--- src/rtl/seq_restoring_divider_pkg.sv ---
// Shared constants for the sequential restoring divider: FSM encoding and
// default operand width.
package seq_restoring_divider_pkg;

    localparam int DIV_WIDTH_DEF = 8;
    localparam int DIV_CNT_W_DEF = $clog2(DIV_WIDTH_DEF);

    localparam logic [1:0] ST_IDLE = 2'd0;
    localparam logic [1:0] ST_CALC = 2'd1;
    localparam logic [1:0] ST_DONE = 2'd2;

endpackage

--- src/rtl/seq_restoring_divider_div_step.sv ---
// One restoring-division iteration: shift in the next dividend bit, trial
// subtract the divisor, keep the difference only if it did not go negative.
module seq_restoring_divider_div_step #(
    parameter int WIDTH = 8
) (
    input  logic [WIDTH:0]   rem_in,
    input  logic             next_bit,
    input  logic [WIDTH-1:0] divisor,
    output logic [WIDTH:0]   rem_out,
    output logic             q_bit
);

    logic [WIDTH+1:0] shifted;
    logic [WIDTH+1:0] dvs_ext;

    always_comb begin
        shifted = {rem_in, next_bit};
        dvs_ext = {2'b00, divisor};
        q_bit   = (shifted >= dvs_ext);
        rem_out = (WIDTH+1)'(q_bit ? (shifted - dvs_ext) : shifted);
    end

endmodule

--- src/rtl/seq_restoring_divider.sv ---
// Multi-cycle unsigned restoring divider, one quotient bit per clock, with
// valid/ready handshakes on operands and result.
//
// state | meaning
// IDLE  | in_ready high, waiting for operands
// CALC  | one restoring iteration per clock, WIDTH clocks total
// DONE  | result held on outputs until out_ready
module seq_restoring_divider
    import seq_restoring_divider_pkg::*;
#(
    parameter int WIDTH = DIV_WIDTH_DEF
) (
    input  logic             clk,
    input  logic             rst_n,
    input  logic             in_valid,
    output logic             in_ready,
    input  logic [WIDTH-1:0] inData_A,
    input  logic [WIDTH-1:0] inData_B,
    output logic             out_valid,
    input  logic             out_ready,
    output logic [WIDTH-1:0] outData_Q,
    output logic [WIDTH-1:0] outData_R,
    output logic             div_by_zero
);

    localparam int CNT_W = $clog2(WIDTH);

    logic [1:0]       state_q, state_d;
    logic [CNT_W-1:0] cnt_q, cnt_d;
    logic [WIDTH-1:0] dvd_q, dvd_d;
    logic [WIDTH-1:0] dvs_q, dvs_d;
    logic [WIDTH:0]   rem_q, rem_d;
    logic [WIDTH-1:0] quo_q, quo_d;
    logic [WIDTH-1:0] out_q_q, out_q_d;
    logic [WIDTH-1:0] out_r_q, out_r_d;
    logic             dbz_q, dbz_d;
    logic             out_valid_q, out_valid_d;

    logic [WIDTH:0]   step_rem;
    logic             step_bit;
    logic [WIDTH-1:0] quo_next;

    seq_restoring_divider_div_step #(.WIDTH(WIDTH)) u_div_step (
        .rem_in   (rem_q),
        .next_bit (dvd_q[WIDTH-1]),
        .divisor  (dvs_q),
        .rem_out  (step_rem),
        .q_bit    (step_bit)
    );

    assign quo_next = WIDTH'({quo_q, step_bit});

    always_comb begin
        state_d     = state_q;
        cnt_d       = cnt_q;
        dvd_d       = dvd_q;
        dvs_d       = dvs_q;
        rem_d       = rem_q;
        quo_d       = quo_q;
        out_q_d     = out_q_q;
        out_r_d     = out_r_q;
        dbz_d       = dbz_q;
        out_valid_d = out_valid_q;

        case (state_q)
            ST_IDLE: begin
                if (in_valid) begin
                    dvd_d   = inData_A;
                    dvs_d   = inData_B;
                    rem_d   = '0;
                    quo_d   = '0;
                    cnt_d   = '0;
                    state_d = (inData_B == '0) ? ST_DONE : ST_CALC;
                end
            end
            ST_CALC: begin
                rem_d = step_rem;
                dvd_d = dvd_q << 1;
                quo_d = quo_next;
                cnt_d = cnt_q + 1'b1;
                if (cnt_q == CNT_W'(WIDTH-1)) begin
                    out_q_d     = quo_next;
                    out_r_d     = step_rem[WIDTH-1:0];
                    dbz_d       = 1'b0;
                    out_valid_d = 1'b1;
                    cnt_d       = '0;
                    state_d     = ST_DONE;
                end
            end
            ST_DONE: begin
                // A zero divisor arrives here without a result yet; publish it one clock later.
                if (!out_valid_q) begin
                    out_q_d     = '1;
                    out_r_d     = dvd_q;
                    dbz_d       = 1'b1;
                    out_valid_d = 1'b1;
                end else if (out_ready) begin
                    out_valid_d = 1'b0;
                    state_d     = ST_IDLE;
                end
            end
            default: begin
                state_d     = ST_IDLE;
                out_valid_d = 1'b0;
            end
        endcase
    end

    always_ff @(posedge clk or negedge rst_n) begin
        if (!rst_n) begin
            state_q     <= ST_IDLE;
            cnt_q       <= '0;
            dvd_q       <= '0;
            dvs_q       <= '0;
            rem_q       <= '0;
            quo_q       <= '0;
            out_q_q     <= '0;
            out_r_q     <= '0;
            dbz_q       <= 1'b0;
            out_valid_q <= 1'b0;
        end else begin
            state_q     <= state_d;
            cnt_q       <= cnt_d;
            dvd_q       <= dvd_d;
            dvs_q       <= dvs_d;
            rem_q       <= rem_d;
            quo_q       <= quo_d;
            out_q_q     <= out_q_d;
            out_r_q     <= out_r_d;
            dbz_q       <= dbz_d;
            out_valid_q <= out_valid_d;
        end
    end

    assign in_ready    = (state_q == ST_IDLE);
    assign out_valid   = out_valid_q;
    assign outData_Q   = out_q_q;
    assign outData_R   = out_r_q;
    assign div_by_zero = dbz_q;

endmodule
--- config.mk ---
export PLATFORM = sky130hd
export DESIGN_NAME = seq_restoring_divider
export DESIGN_NICKNAME = d
export VERILOG_FILES = /design/src/rtl/seq_restoring_divider_pkg.sv /design/src/rtl/seq_restoring_divider_div_step.sv /design/src/rtl/seq_restoring_divider.sv
export SDC_FILE = /design/constraint.sdc
export NUM_CORES = 1
export LEC_CHECK = 0
export BUFFER_PORTS_ARGS = -buffer_cell sky130_fd_sc_hd__buf_4
export CAP_MARGIN = 40
export CORE_ASPECT_RATIO = 0.5
export CORE_MARGIN = 2
export CORE_UTILIZATION = 49
export DETAILED_ROUTE_END_ITERATION = 7
export HOLD_SLACK_MARGIN = 0.05
export PLACE_DENSITY = 0.69
export SLEW_MARGIN = 20
export SYNTH_ARGS = -nofsm -noshare
export SYNTH_HDL_FRONTEND = slang
export SYNTH_HIERARCHICAL = 1
export SYNTH_SLANG_ARGS = --single-unit
--- constraint.sdc ---
create_clock -name clk -period 3.6 [get_ports clk]
set_input_delay 0.54 -clock clk [delete_from_list [all_inputs] [get_ports clk]]
set_output_delay 0.54 -clock clk [all_outputs]
set_load 0.03 [all_outputs]
Yosys cells after proc, flatten, opt, wreduce, memory -nomap -nowiden:

Cells that the tools add are included.

* flip-flop bits (word level): 55
* bits in latches: 0
* RAM bits: 0
* ROM bits: 0
* output and inout bits: 19
* word-level logic and storage cells: 60
* memories kept: 0

* add/subtract/negate cells: 2
* multipliers: 0
* div/mod/pow operators: 0
* order comparisons: 1
* equality and inequality tests: 8
* shift-type cells: 0
* muxes and demuxes: 29
* bitwise logic cells: 1
* reduce and logical (&&, ||, !) cells: 9

Operators with widths (count)
* case mux 8 bit (2 select lines): 3
* 2-to-1 mux 8 bit: 5
* 2-to-1 mux 9 bit: 2
* case mux 9 bit (2 select lines): 1
* case mux 7 bit (2 select lines): 1
* greater-or-equal comparator 10 x 8 -> 1 bit: 1
* 2-to-1 mux 2 bit: 5
* != test 2 bit (second input constant): 5
* subtractor 9 x 8 -> 9 bit: 1
* zero test 8 bit: 1
* 2-to-1 mux 7 bit: 1
* 2-to-1 mux 3 bit: 2
* case mux 2 bit (3 select lines): 1
* case mux 3 bit (2 select lines): 1
* AND reduction 2 bit: 3
* 2-to-1 mux 1 bit: 5
* AND reduction 4 bit: 1
* nonzero test 2 bit: 2
* adder 3 x 1 -> 3 bit (second input constant): 1
* == test 3 bit (second input constant): 1
* case mux 1 bit (3 select lines): 1
* AND reduction 3 bit: 1
* == test 2 x 1 -> 1 bit (second input constant): 1
* == test 2 bit (second input constant): 1
* other kinds (3): 3

Longest topological paths before layout:

* depth in word-level cells: 4
* depth in mapped cells: 12
* depth with buffers taken out: 11

By module:

Netlist, hierarchy kept.

Modules (own cells, without submodules)
* seq_restoring_divider: times used 1, cells each 188, area each 2491.1 µm²
* seq_restoring_divider_div_step: times used 1, cells each 75, area each 523.0 µm²

Worst setup path before layout:

Ideal clock, no wire load.

* path type: flip-flop to flip-flop
* from: register dvd_q[7]
* to: register out_r_q[1] (netlist: outData_R[1])
* setup time: 0.125 ns
* arrival: 2.464 ns
* data required time: 3.475 ns
* setup slack: 1.011 ns
* stages on the path, launching flop included: 11
* period minus slack after synthesis: 2.589 ns
* path through: dfrtp_1 -> inv_1 -> ha_1 -> inv_1 -> fa_1 -> nand3_1 -> a21oi_1 -> nor4b_4 -> mux2_2 -> mux2_2 -> mux2_4

* longest elaborated chain between the ends: 4
* elaborated cells on any way between the ends: 5
* those cells by class: 1 x add/sub; 1 x order compare; 3 x mux

Ends and longest elaborated chain
* start, declared: RTL line seq_restoring_divider.sv:30 `logic [WIDTH-1:0] dvd_q, dvd_d;`
* start signal, assigned: RTL line seq_restoring_divider.sv:124 `dvd_q <= dvd_d;`
* subtractor 9 x 8 -> 9 bit or greater-or-equal comparator 10 x 8 -> 1 bit (tied branches): RTL line seq_restoring_divider_div_step.sv:20, seq_restoring_divider_div_step.sv:19
* 2-to-1 mux 9 bit *: RTL line seq_restoring_divider_div_step.sv:20 `rem_out = (WIDTH+1)'(q_bit ? (shifted - dvs_ext) : shifted);`
* net step_rem[1]: RTL line seq_restoring_divider.sv:39 `logic [WIDTH:0] step_rem;`
* 2-to-1 mux 8 bit *: RTL line seq_restoring_divider.sv:81 `if (cnt_q == CNT_W'(WIDTH-1)) begin`
* case mux 8 bit (2 select lines) *: RTL line seq_restoring_divider.sv:65 `case (state_q)`
* end signal, assigned: RTL line seq_restoring_divider.sv:129 `out_r_q <= out_r_d;`
* end, declared: RTL line seq_restoring_divider.sv:35 `logic [WIDTH-1:0] out_r_q, out_r_d;`

Mark *: on every way through the listed nets, which the timed path passes. The rest lies on a longest branch. The select of a mux whose other input is x is not followed.
A chain may end at the register's enable or synchronous reset.

Final worst setup path:

* from: register dvd_q[7]
* to: register out_r_q[7] (netlist: outData_R[7])

The elaborated chain is that of the path after synthesis.

==> out/metrics.yaml <==
clocking:
  cts_max_path_buffers: 2
  cts_max_level: 2
  cts_hold_buf: 0
  clk_latency_ns: 0.29
  cts.sinks: 55
  post-cts-setup-buffers: 0
  numCtsBuffers: 5
  cts_tree: "yes"
  clkTransAtPathRegs_ns: 0.07
  post_cts_resize_count: 0
  clock-root-buffer: "clkbuf_16"
worst_setup_path:
  slowest_stage: "nor4b_4"
  worst_ep_arrival_time_ns: 3.20
  cpMostUsedCell: "inv_1"
  startpoint: "dvd_q[7]"
  worst_r2r_path_depth: 12
  endpoint_kind: "register"
  crit_type: "register to register"
  crit_path_end: "outData_R[7]"
  path_cells: "inv_1, ha_1, inv_1, fa_1, nand3_1, a21oi_1, nor4b_4, buf_4, nor2b_1, a41oi_1, mux2_2, mux2_4"
  rr_startpoint: "dvd_q[7]"
  reg2reg_slack_ns: 0.58
  r2r-end: "outData_R[7]"
  worstSetupStartpointType: "register"
  slowest_delay_ns: 0.53
  worst_ep_required_time_ns: 3.78
  path_max_fanout: 9
sta:
  maxSlewHeadroom: 0.442
  drv_slew: 0
  setup_viol: 0
  fin_skew_ns: 0.00481
  hold_violations: 0
  min_period_over_period: 0.838
  hold_ws_ns: 0.295
  worst_pin_slew_ns: 0.835
  finalCriticalPeriod_ns: 3.02
  rsz0062_at_grt: "no"
  max_freq_ghz: 0.331
  tns_ns: 0
floorplan:
  die_y_um: 59.5
  num_io_pins: 39
  dieArea_um2: 6830
  placementRows: 20
  die_w_um: 115
  coreArea_um2: 6010
  start_util: 0.502
global_route:
  overflow: 0
  first_global_vias: 2091
  grt_max_degree: 56
  grt_pass1_wl_mm: 10.4
  grt_usage: 0.200
  antenna_found_initial: 0
synth:
  synth.avg_cell_area_um2: 11.5
  netlist_area_um2: 3010
  yosys_warnings: 6
  ys_types: 47
  postSynthCellCount: 263
  ys_seq_elements: 55
  syn_nets: 297
  ys_seq_area_frac: 0.457
routing:
  drt_first_pass_iters: 4
  dr_total_vias: 2112
  drtAntennaViolNets: 0
  drtIter0Drc: 128
  finalWirelength_mm: 6.18
  wl_per_cell_um: 16.3
  drc: 0
  viasPerCell: 5.59
pwr:
  powerDensity_nw_per_um2: 1070
  p_leak_nw: 1.63
  p_total_w: 0.00374
  ir_drop_v: 0.000344
final_layout:
  areaGrowthSynthToFinish_pct: 16.0
  nNetsFinal: 335
  drive_above_1_share: 0.279
  utilization: 0.582
  antenna_cells: 0
placement:
  place_congestion: 0.932
  port_buffers: 38
  place_hpwl_mm: 4.33
min_path:
  worstHoldPathType: "primary input to async pin"
run_status:
  outcome: "complete, no violations"
job:
  maxCapViolations: 0
critical path, delay by kind of cell, from the launching register on:
| kind | cells | cell delay, ns |
|---|---|---|
| compound gates | 2 | 0.20 |
| fa+ha+maj | 2 | 0.57 |
| buf+inv | 3 | 0.38 |
| flops | 1 | 0.40 |
| mux | 2 | 0.54 |
| simple gates | 3 | 0.82 |
area by class of cell:
class                   count  area (um2)
fillers                   513        2510
multi-input cells         177        1460
flip-flops and latches     55        1380
repair buffers             44         342
clock buffers               6         129
well taps                  77        96.3
inverters                  18        67.6
clock inverters             1        30.0
through the flow:
step / setup slack, ns / std cells / cell area [um2]
after floorplan: 1.01 / 263 / 3010
after global placement: 0.744 / 368 / 3300
after detailed placement: 0.635 / 368 / 3300
after CTS: 0.602 / 375 / 3460
after global routing: 0.393 / 378 / 3500
final: 0.582 / 378 / 3500
sequential cells by signal, summed over array words and instances (netlist names):
| name | cells |
|---|---|
| dvs_q | 8 |
| outData_Q | 8 |
| dvd_q | 8 |
| div_by_zero | 1 |
| out_valid | 1 |
| rem_q | 9 |
| state_q | 2 |
| outData_R | 8 |
| quo_q | 7 |
| cnt_q | 3 |
cells in the final DEF, fill, tap and decap left out, types with 5 or more instances in the layout:
| cell type | Yosys | layout |
|---|---|---|
| nand2_1 | 18 | 18 |
| mux2i_1 | 14 | 14 |
| mux2_4 | 6 | 6 |
| o21ai_0 | 15 | 15 |
| ha_1 | 13 | 13 |
| mux2_2 | 20 | 20 |
| buf_4 | 2 | 41 |
| a22o_1 | 19 | 19 |
| dfrtp_1 | 55 | 55 |
| a21oi_1 | 10 | 10 |
| inv_1 | 18 | 18 |
| clkbuf_16 | 0 | 5 |
| nor2_1 | 9 | 9 |
how the worst min path moves through the flow:
stage	slack (ns)	start	end	cells after the start
after floorplan	0.24	rst_n	cnt_q[0]	0
final	0.29	rst_n	outData_Q[6]	1
after global placement	0.48	dvd_q[4]	dvd_q[4]	2
after global routing	0.35	rst_n	outData_Q[5]	1
after CTS	0.32	rst_n	outData_Q[7]	1
after detailed placement	0.49	rem_q[8]	rem_q[8]	1
per-layer routing:
metal | vias up | share of wire | global-route usage
li1 | 1026 | - | -
met1 | 1036 | 0.49 | 0.288
met2 | 36 | 0.45 | 0.296
met3 | 14 | 0.034 | 0.0440
met4 | 0 | 0.022 | 0.0809
met5 | - | 0 | 0
kinds of logic after synthesis:
| group | count (synthesis) | share of synthesized area |
|---|---|---|
| simple gates | 51 | 0.0959 |
| fa+ha+maj | 14 | 0.0606 |
| xor+xnor | 3 | 0.00872 |
| flops | 55 | 0.457 |
| compound gates | 68 | 0.162 |
| mux | 41 | 0.156 |
| buf+inv | 31 | 0.0602 |
cell usage after synthesis, drive strengths merged:
library cell / number / area share
a211oi: 1 / 0.0066
a21boi: 4 / 0.010
a21oi: 11 / 0.020
a221o: 1 / 0.0033
a22o: 19 / 0.055
a2bb2oi: 4 / 0.012
a31oi: 2 / 0.0042
a41oi: 1 / 0.0029
buf: 13 / 0.038
dfrtp: 55 / 0.46
fa: 1 / 0.0066
ha: 13 / 0.054
inv: 18 / 0.022
mux2: 26 / 0.10
mux2i: 15 / 0.051
nand2: 18 / 0.022
nand2b: 2 / 0.0042
nand3: 1 / 0.0017
nand3b: 2 / 0.0050
nand4: 2 / 0.0042
nand4b: 2 / 0.0058
nor2: 10 / 0.013
nor2b: 6 / 0.016
nor3: 2 / 0.0033
nor3b: 1 / 0.0025
nor4: 2 / 0.0042
nor4b: 1 / 0.0079
nor4bb: 1 / 0.0033
o211ai: 1 / 0.0025
o21a: 1 / 0.0025
o21ai: 16 / 0.027
o21bai: 1 / 0.0025
o22ai: 4 / 0.0083
o31ai: 2 / 0.0066
or2b: 1 / 0.0025
xnor2: 1 / 0.0029
xor2: 2 / 0.0058
power by group:
group | internal [W] | switching, W
logic | 0.00101 | 0.00114
registers | 0.000876 | 0.000179
clock network | 0.000325 | 0.000213
total | 0.00221 | 0.00153
No activity file was read; power rests on OpenSTA's default activity.
